<file path="src/rtl/opl3_reg_write_bridge_if.sv">
// AXI4-Lite bus bundle for opl3_reg_write_bridge.
// Ports/signals:
//   aw*  : write address channel (4-bit byte address)
//   w*   : write data channel (32-bit data, wstrb carried but unused by the slave)
//   b*   : write response channel
//   ar*  : read address channel
//   r*   : read data channel
// Modports: master drives requests, slave drives responses.
interface opl3_reg_write_bridge_if;
    logic [3:0]  awaddr;
    logic        awvalid;
    logic        awready;
    logic [31:0] wdata;
    logic [3:0]  wstrb;
    logic        wvalid;
    logic        wready;
    logic [1:0]  bresp;
    logic        bvalid;
    logic        bready;
    logic [3:0]  araddr;
    logic        arvalid;
    logic        arready;
    logic [31:0] rdata;
    logic [1:0]  rresp;
    logic        rvalid;
    logic        rready;

    modport master (
        output awaddr, awvalid, wdata, wstrb, wvalid, bready, araddr, arvalid, rready,
        input  awready, wready, bresp, bvalid, arready, rdata, rresp, rvalid
    );

    modport slave (
        input  awaddr, awvalid, wdata, wstrb, wvalid, bready, araddr, arvalid, rready,
        output awready, wready, bresp, bvalid, arready, rdata, rresp, rvalid
    );
endinterface

</file>
<file path="src/rtl/opl3_reg_write_bridge.sv">
// AXI4-Lite slave that queues OPL3 register writes in a FIFO and replays
// them to the OPL3 core with a programmable minimum spacing.
// Ports:
//   clk, reset   : single clock, asynchronous active-high reset
//   s_axi        : AXI4-Lite slave (WRITE 0x0, STATUS 0x4, CONTROL 0x8, SPACING 0xC)
//   opl3_we      : one-cycle write strobe to the core
//   opl3_address : core register address (bit 8 = bank), held between strobes
//   opl3_data    : core register data, held between strobes
module opl3_reg_write_bridge #(
    parameter int unsigned FIFO_DEPTH      = 16,
    parameter int unsigned DEFAULT_SPACING = 32
) (
    input  logic                          clk,
    input  logic                          reset,
    opl3_reg_write_bridge_if.slave        s_axi,
    output logic                          opl3_we,
    output logic [8:0]                    opl3_address,
    output logic [7:0]                    opl3_data
);
    localparam int unsigned AW = $clog2(FIFO_DEPTH);
    localparam logic [AW:0]   CNT_ONE  = (AW+1)'(1);
    localparam logic [AW:0]   CNT_FULL = (AW+1)'(FIFO_DEPTH);
    localparam logic [AW-1:0] PTR_ONE  = AW'(1);
    localparam logic [1:0]    RESP_OKAY   = 2'b00;
    localparam logic [1:0]    RESP_SLVERR = 2'b10;

    typedef enum logic [1:0] {W_IDLE, W_ACK, W_RESP} w_state_t;
    typedef enum logic [1:0] {R_IDLE, R_ACK, R_RESP} r_state_t;
    typedef enum logic       {D_IDLE, D_ISSUE}       d_state_t;

    // Write side
    w_state_t    w_state_q;
    logic [1:0]  waddr_q;
    logic [23:0] wbuf_q;
    logic        awready_q;
    logic        bvalid_q;
    logic [1:0]  bresp_q;
    logic        overflow_q;
    logic [15:0] spacing_q;

    // Read side
    r_state_t    r_state_q;
    logic [1:0]  raddr_q;
    logic        arready_q;
    logic        rvalid_q;
    logic [31:0] rdata_q;
    logic [31:0] rdata_d;

    // FIFO: entry = {data[7:0], address[8:0]}
    logic [16:0]   mem_q [FIFO_DEPTH];
    logic [AW-1:0] wr_ptr_q;
    logic [AW-1:0] rd_ptr_q;
    logic [AW:0]   count_q;
    logic [AW:0]   count_d;
    logic          fifo_empty;
    logic          fifo_full;
    logic          push;
    logic          pop;

    // Drain side
    d_state_t    d_state_q;
    logic        we_q;
    logic [8:0]  addr_out_q;
    logic [7:0]  data_out_q;
    logic [15:0] cnt_q;

    logic unused_inputs;
    assign unused_inputs = ^{s_axi.wstrb, s_axi.awaddr[1:0], s_axi.araddr[1:0], s_axi.wdata[31:24]};

    assign fifo_empty = (count_q == '0);
    assign fifo_full  = (count_q == CNT_FULL);

    // Full is judged on the start-of-cycle count, so a same-cycle pop never rescues a push.
    assign push = (w_state_q == W_ACK) && (waddr_q == 2'd0) && !fifo_full;
    assign pop  = (d_state_q == D_IDLE) && !fifo_empty && (cnt_q == '0);

    always_comb begin
        count_d = count_q;
        case ({push, pop})
            2'b10:   count_d = count_q + CNT_ONE;
            2'b01:   count_d = count_q - CNT_ONE;
            default: count_d = count_q;
        endcase
    end

    always_comb begin
        rdata_d = '0;
        case (raddr_q)
            2'd1:    rdata_d = {16'h0000, 8'(count_q), 5'b00000, overflow_q, fifo_full, fifo_empty};
            2'd3:    rdata_d = {16'h0000, spacing_q};
            default: rdata_d = '0;
        endcase
    end

    // Write FSM plus the registers it owns.
    always_ff @(posedge clk or posedge reset) begin
        if (reset) begin
            w_state_q  <= W_IDLE;
            waddr_q    <= '0;
            wbuf_q     <= '0;
            awready_q  <= 1'b0;
            bvalid_q   <= 1'b0;
            bresp_q    <= RESP_OKAY;
            overflow_q <= 1'b0;
            spacing_q  <= 16'(DEFAULT_SPACING);
        end else begin
            case (w_state_q)
                W_IDLE: begin
                    if (s_axi.awvalid && s_axi.wvalid) begin
                        waddr_q   <= s_axi.awaddr[3:2];
                        wbuf_q    <= s_axi.wdata[23:0];
                        awready_q <= 1'b1;
                        w_state_q <= W_ACK;
                    end
                end
                W_ACK: begin
                    awready_q <= 1'b0;
                    bvalid_q  <= 1'b1;
                    bresp_q   <= RESP_OKAY;
                    case (waddr_q)
                        2'd0: begin
                            if (fifo_full) begin
                                overflow_q <= 1'b1;
                                bresp_q    <= RESP_SLVERR;
                            end
                        end
                        2'd2: begin
                            if (wbuf_q[0]) overflow_q <= 1'b0;
                        end
                        2'd3: spacing_q <= wbuf_q[15:0];
                        default: ;
                    endcase
                    w_state_q <= W_RESP;
                end
                W_RESP: begin
                    if (s_axi.bready) begin
                        bvalid_q  <= 1'b0;
                        w_state_q <= W_IDLE;
                    end
                end
                default: w_state_q <= W_IDLE;
            endcase
        end
    end

    // Read FSM.
    always_ff @(posedge clk or posedge reset) begin
        if (reset) begin
            r_state_q <= R_IDLE;
            raddr_q   <= '0;
            arready_q <= 1'b0;
            rvalid_q  <= 1'b0;
            rdata_q   <= '0;
        end else begin
            case (r_state_q)
                R_IDLE: begin
                    if (s_axi.arvalid) begin
                        raddr_q   <= s_axi.araddr[3:2];
                        arready_q <= 1'b1;
                        r_state_q <= R_ACK;
                    end
                end
                R_ACK: begin
                    arready_q <= 1'b0;
                    rvalid_q  <= 1'b1;
                    rdata_q   <= rdata_d;
                    r_state_q <= R_RESP;
                end
                R_RESP: begin
                    if (s_axi.rready) begin
                        rvalid_q  <= 1'b0;
                        r_state_q <= R_IDLE;
                    end
                end
                default: r_state_q <= R_IDLE;
            endcase
        end
    end

    // FIFO storage carries no reset; validity is tracked by the pointers/count.
    always_ff @(posedge clk) begin
        if (push) mem_q[wr_ptr_q] <= {wbuf_q[23:16], wbuf_q[8:0]};
    end

    always_ff @(posedge clk or posedge reset) begin
        if (reset) begin
            wr_ptr_q <= '0;
            rd_ptr_q <= '0;
            count_q  <= '0;
        end else begin
            if (push) wr_ptr_q <= wr_ptr_q + PTR_ONE;
            if (pop)  rd_ptr_q <= rd_ptr_q + PTR_ONE;
            count_q <= count_d;
        end
    end

    // Drain FSM: pop in D_IDLE, strobe during D_ISSUE, then arm the spacing counter.
    always_ff @(posedge clk or posedge reset) begin
        if (reset) begin
            d_state_q  <= D_IDLE;
            we_q       <= 1'b0;
            addr_out_q <= '0;
            data_out_q <= '0;
            cnt_q      <= '0;
        end else begin
            case (d_state_q)
                D_IDLE: begin
                    if (cnt_q != '0) cnt_q <= cnt_q - 16'd1;
                    if (pop) begin
                        we_q       <= 1'b1;
                        addr_out_q <= mem_q[rd_ptr_q][8:0];
                        data_out_q <= mem_q[rd_ptr_q][16:9];
                        d_state_q  <= D_ISSUE;
                    end
                end
                D_ISSUE: begin
                    we_q      <= 1'b0;
                    cnt_q     <= (spacing_q == '0) ? '0 : spacing_q - 16'd1;
                    d_state_q <= D_IDLE;
                end
                default: d_state_q <= D_IDLE;
            endcase
        end
    end

    assign s_axi.awready = awready_q;
    assign s_axi.wready  = awready_q;
    assign s_axi.bresp   = bresp_q;
    assign s_axi.bvalid  = bvalid_q;
    assign s_axi.arready = arready_q;
    assign s_axi.rdata   = rdata_q;
    assign s_axi.rresp   = RESP_OKAY;
    assign s_axi.rvalid  = rvalid_q;

    assign opl3_we      = we_q;
    assign opl3_address = addr_out_q;
    assign opl3_data    = data_out_q;
endmodule

</file>
<file path="src/flat_wrapper.sv">
// flat-port wrapper written by rule: the top's interface ports become plain ports
module opl3_reg_write_bridge_flat 
#(
    parameter int unsigned FIFO_DEPTH      = 16,
    parameter int unsigned DEFAULT_SPACING = 32
)
  (clk, reset, opl3_we, opl3_address, opl3_data, s_axi_awaddr, s_axi_awvalid, s_axi_wdata, s_axi_wstrb, s_axi_wvalid, s_axi_bready, s_axi_araddr, s_axi_arvalid, s_axi_rready, s_axi_awready, s_axi_wready, s_axi_bresp, s_axi_bvalid, s_axi_arready, s_axi_rdata, s_axi_rresp, s_axi_rvalid);
  opl3_reg_write_bridge_if s_axi_i ();
  input  logic clk;
  input  logic reset;
  output logic opl3_we;
  output logic [8:0] opl3_address;
  output logic [7:0] opl3_data;
  input wire logic [$bits(s_axi_i.awaddr)-1:0] s_axi_awaddr;
  input wire logic [$bits(s_axi_i.awvalid)-1:0] s_axi_awvalid;
  input wire logic [$bits(s_axi_i.wdata)-1:0] s_axi_wdata;
  input wire logic [$bits(s_axi_i.wstrb)-1:0] s_axi_wstrb;
  input wire logic [$bits(s_axi_i.wvalid)-1:0] s_axi_wvalid;
  input wire logic [$bits(s_axi_i.bready)-1:0] s_axi_bready;
  input wire logic [$bits(s_axi_i.araddr)-1:0] s_axi_araddr;
  input wire logic [$bits(s_axi_i.arvalid)-1:0] s_axi_arvalid;
  input wire logic [$bits(s_axi_i.rready)-1:0] s_axi_rready;
  output wire logic [$bits(s_axi_i.awready)-1:0] s_axi_awready;
  output wire logic [$bits(s_axi_i.wready)-1:0] s_axi_wready;
  output wire logic [$bits(s_axi_i.bresp)-1:0] s_axi_bresp;
  output wire logic [$bits(s_axi_i.bvalid)-1:0] s_axi_bvalid;
  output wire logic [$bits(s_axi_i.arready)-1:0] s_axi_arready;
  output wire logic [$bits(s_axi_i.rdata)-1:0] s_axi_rdata;
  output wire logic [$bits(s_axi_i.rresp)-1:0] s_axi_rresp;
  output wire logic [$bits(s_axi_i.rvalid)-1:0] s_axi_rvalid;
  assign s_axi_i.awaddr = s_axi_awaddr;
  assign s_axi_i.awvalid = s_axi_awvalid;
  assign s_axi_i.wdata = s_axi_wdata;
  assign s_axi_i.wstrb = s_axi_wstrb;
  assign s_axi_i.wvalid = s_axi_wvalid;
  assign s_axi_i.bready = s_axi_bready;
  assign s_axi_i.araddr = s_axi_araddr;
  assign s_axi_i.arvalid = s_axi_arvalid;
  assign s_axi_i.rready = s_axi_rready;
  assign s_axi_awready = s_axi_i.awready;
  assign s_axi_wready = s_axi_i.wready;
  assign s_axi_bresp = s_axi_i.bresp;
  assign s_axi_bvalid = s_axi_i.bvalid;
  assign s_axi_arready = s_axi_i.arready;
  assign s_axi_rdata = s_axi_i.rdata;
  assign s_axi_rresp = s_axi_i.rresp;
  assign s_axi_rvalid = s_axi_i.rvalid;
  opl3_reg_write_bridge #(.FIFO_DEPTH(FIFO_DEPTH), .DEFAULT_SPACING(DEFAULT_SPACING)) u_core (.clk(clk), .reset(reset), .s_axi(s_axi_i), .opl3_we(opl3_we), .opl3_address(opl3_address), .opl3_data(opl3_data));
endmodule
</file>
<file path="config.mk">
export PLATFORM = sky130hd
export DESIGN_NAME = opl3_reg_write_bridge_flat
export DESIGN_NICKNAME = d
export VERILOG_FILES = /design/src/rtl/opl3_reg_write_bridge_if.sv /design/src/rtl/opl3_reg_write_bridge.sv /design/src/flat_wrapper.sv
export SDC_FILE = /design/constraint.sdc
export NUM_CORES = 1
export LEC_CHECK = 0
export BUFFER_PORTS_ARGS = -buffer_cell sky130_fd_sc_hd__buf_2
export CAP_MARGIN = 20
export CORE_ASPECT_RATIO = 0.9
export CORE_MARGIN = 8
export CORE_UTILIZATION = 35
export CTS_BUF_LIST = sky130_fd_sc_hd__clkbuf_8
export CTS_CLUSTER_SIZE = 14
export DETAILED_ROUTE_END_ITERATION = 6
export PLACE_DENSITY = 0.5
export SLEW_MARGIN = 20
export SYNTH_ARGS = -nofsm -noshare
export SYNTH_HDL_FRONTEND = slang
export SYNTH_SLANG_ARGS = --single-unit
</file>
<file path="constraint.sdc">
create_clock -name clk -period 6.24 [get_ports clk]
set_clock_uncertainty 0.1 [all_clocks]
set_input_delay 0.312 -clock clk [delete_from_list [all_inputs] [get_ports clk]]
set_output_delay 0.312 -clock clk [all_outputs]
set_load 0.01 [all_outputs]
</file>
==> flow_summary.json <==
{
  "outcome": "completed",
  "timing.setup.tns_ns": 0,
  "maxSlewHeadroom_pct": 34.9,
  "yosys.area_share.simple_pct": 5.14,
  "core_sq_um": 46200,
  "start_kind": "register",
  "die_h_microns": 220,
  "swShare_pct": 30.8,
  "instances_no_fill": 1770,
  "reg2reg_slack_ns": 2.77,
  "tightest_slew_ns": 0.974,
  "grt_max_degree": 63,
  "die-area_sq_um": 53500,
  "internal_power_uw": 5120,
  "dr.first_iter.drc_count": 591,
  "antenna_found_initial": 0,
  "ir_drop_v": 0.000129,
  "worstPathRequired_ns": 6.59,
  "hpwl_microns": 22300,
  "setup_violations": 0,
  "arrival_ns": 3.82,
  "syn_inst": 953,
  "gp_congestion": 0.781,
  "min_period_ns": 3.47,
  "hp-class": "input pin to asynchronous set/reset pin",
  "end_kind": "register",
  "fp-row-count": 75,
  "clk_path_buf_depth": 3,
  "nNetsFinal": 1163,
  "grt_use_total_pct": 14.1,
  "fmax_mhz": 289,
  "r2r-start": "u_core.count_q[0]",
  "powerDensity_nw_per_um2": 391,
  "port_buffers": 74,
  "grt_first_pass_wirelength_microns": 57700,
  "yosys_warnings": 0,
  "r2r_cells": 12,
  "drive_gt1_share_pct": 29.8,
  "syn_avg_cell_area_sq_um": 17.0,
  "fin_crit_sh_pct": 55.5,
  "synth_top_family_by_area": "multiplexers",
  "ios": 110,
  "power.leakage_uw": 0.00688,
  "synth.area.mux_share_pct": 16.6,
  "wl_per_cell_microns": 21.4,
  "hold_violations": 0,
  "seqPwrFrac_pct": 50.1,
  "ant_nets": 0,
  "htree_levels": 3,
  "wirelength_microns": 37800,
  "worst-setup-path-type": "register to register",
  "rsz0062_at_grt": "false",
  "drc": 0,
  "power_frac_comb_pct": 19.8,
  "drv_slew": 0,
  "vias_per_cell": 4.99,
  "async_flop_share_pct": 30.3,
  "synth_edf_count": 272,
  "synth_xor_area_share_pct": 1.13,
  "dp.cells": 1611,
  "r2r-end": "u_core.count_q[4]",
  "synth_compound_area_share_pct": 4.82,
  "switchingPower_uw": 2280,
  "nFillCells": 4279,
  "clk_latency_ns": 0.59,
  "ys_types": 64,
  "grt_pass1_vias": 9185,
  "timing.hold.ws_ns": 0.265,
  "total_power_uw": 7400,
  "die_w_microns": 243,
  "path_max_fanout": 21,
  "cts_root_buffer": "clkbuf_8",
  "syn2layout_area_growth_pct": 16.6,
  "dpl_cell_area_sq_um": 17300,
  "grt_overflow_total": 0,
  "maxCapViolations": 0,
  "vias": 8838,
  "syn_area_sq_um": 16200,
  "cts_buffers": 69,
  "cts_setup_buffers": 0,
  "synth_flop_cell": "edfxtp_1",
  "synth-seq-area-share_pct": 68.5,
  "clk_pin_slew_ns": 0.07,
  "first_pass_iters": 5,
  "cts_tree": "yes",
  "start_util_pct": 35.1,
  "final_area_sq_um": 18900,
  "clock_sink_count": 390,
  "clkPwrFrac_pct": 30.1,
  "synthAdderAreaFrac_pct": 0.925,
  "ys_seq_elements": 390
}
[cells in the mapped netlist (5+ instances only)]
library cell,instances,area (sq um)
edfxtp_1,272,8170
dfrtp_1,117,2930
mux4_2,68,1530
mux2_2,62,698
o21ai_0,49,245
mux2i_1,47,470
clkbuf_1,28,105
nor2_1,23,86.3
nand2_1,21,78.8
buf_2,20,100
buf_4,20,150
inv_1,19,71.3
xor2_1,15,131
a21oi_1,12,60.1
and2_1,12,75.1
ha_1,12,150
nor4_1,9,56.3
a22o_1,8,70.1
nor2b_1,8,50.1
a21o_1,7,52.6
nor3_1,7,35.0
nand2b_1,6,37.5
nor3b_1,6,45.0
o21ai_1,6,30.0
o22ai_1,6,37.5
xnor2_1,6,52.6
buf_1,5,18.8
nand3_1,5,25.0
nand4_1,5,31.3
o221ai_1,5,43.8
or4_1,5,37.5
[critical path: stages (launching register included)]
cell and delay [ns]:
dfrtp_1 0.45, nor4_2 0.59, nor2b_2 0.24, buf_4 0.28, nand4b_1 0.27, inv_1 0.10
ha_1 0.32, xor2_1 0.18, ha_1 0.23, and3b_1 0.16, o21ai_0 0.13, a31oi_1 0.11
xor2_1 0.14
[placed cells by master, fill, tap and decap left out, types with 4 or more instances in the layout]
| cell | instances |
|---|---|
| a21oi_1 | 12 |
| nor4_2 | 4 |
| conb_1 | 19 |
| buf_4 | 24 |
| xor2_1 | 15 |
| a31oi_1 | 4 |
| nor3_1 | 6 |
| mux2i_1 | 47 |
| o221ai_1 | 5 |
| nor2_1 | 19 |
| buf_2 | 74 |
| o31ai_1 | 4 |
| o21ai_0 | 49 |
| inv_1 | 43 |
| nand2_1 | 21 |
| nor3b_1 | 6 |
| nor2b_1 | 7 |
| nand4_1 | 5 |
| clkinv_2 | 4 |
| clkinv_1 | 9 |
| clkbuf_8 | 82 |
| dfrtp_1 | 114 |
| xnor2_1 | 6 |
| a21o_1 | 7 |
| and2_1 | 12 |
| o22ai_1 | 6 |
| nand2b_1 | 6 |
| o211ai_1 | 4 |
| or4_1 | 5 |
| o21ai_1 | 6 |
| edfxtp_1 | 272 |
| nor4_1 | 9 |
| mux2_2 | 62 |
| nor2_2 | 4 |
| mux4_2 | 68 |
| a22o_1 | 8 |
| nand3_1 | 5 |
| dlygate4sd3_1 | 34 |
| ha_1 | 12 |
[power groups by stage]
stage | logic, uW | clock network [uW] | registers [uW]
2_1_floorplan | 1120 | 0 | 3560
3_3_place_gp | 1450 | 0 | 3750
3_5_place_dp | 1460 | 0 | 3770
4_1_cts | 1480 | 2300 | 3720
5_1_grt | 1620 | 2420 | 3780
6_report | 1460 | 2230 | 3710
[cells by family after synthesis]
family | count (synthesis)
AOI/OAI and AO/OA | 122
xor gates and xnor gates | 21
adders and majority gates | 12
buffers and inverters | 93
DFF | 390
muxes | 177
other | 1
and+or+nand+nor | 137
[metal layers]
metal / global-route usage (%) / vias up / routed length [microns]
met3: 3.20 / 47 / 1930
met2: 20.1 / 195 / 16400
met5: 0 / - / 0
met4: 4.49 / 0 / 619
li1: - / 4000 / -
met1: 21.2 / 4596 / 18800
[how the worst max path moves through the flow]
stage	slack, ns	cells past startpoint	end	start
4_1_cts	2.74	12	u_core.count_q[4]	u_core.count_q[0]
3_3_place_gp	2.72	12	u_core.count_q[4]	u_core.count_q[1]
6_report	2.77	12	u_core.count_q[4]	u_core.count_q[0]
3_5_place_dp	2.77	12	u_core.count_q[4]	u_core.count_q[0]
5_1_grt	2.53	12	u_core.count_q[4]	u_core.count_q[0]
2_1_floorplan	2.70	1	u_core.cnt_q[0]	reset
[layout make-up]
cell class,instances,area (sq um),area share [%]
Clock inverter,42,184,0.972
Sequential cell,390,11100,58.8
Antenna cell,1,2.50,0.0132
Clock buffer,82,1130,5.96
Multi-Input combinational cell,488,4740,25.1
Timing Repair Buffer,132,891,4.71
Tap cell,616,771,4.07
Inverter,19,76.3,0.403
[state kept, by name (all words and copies together) (netlist names), 2 cells and up]
name,flops
u_core.opl3_data,8
u_core.wbuf_q,24
u_core.s_axi.rdata,16
u_core.r_state_q,2
u_core.opl3_address,9
u_core.spacing_q,16
u_core.rd_ptr_q,4
u_core.raddr_q,2
u_core.cnt_q,16
u_core.wr_ptr_q,4
u_core.count_q,5
u_core.w_state_q,2
u_core.mem_q,272
u_core.waddr_q,2
[per-stage QoR]
step           setup WS [ns]  utilization (%)
6_report                2.77             41.0
5_1_grt                 2.53             41.0
4_1_cts                 2.74             41.0
3_5_place_dp            2.77             37.4
3_3_place_gp            2.72             37.4
2_1_floorplan           2.70                -
[repair_timing]
item / 4_1_cts / 5_1_grt
hold endpoints to repair: 95 / 0
hold buffers: 34 / 0
gates resized for setup: 0 / 0
Power figures use the tool's default switching activity.
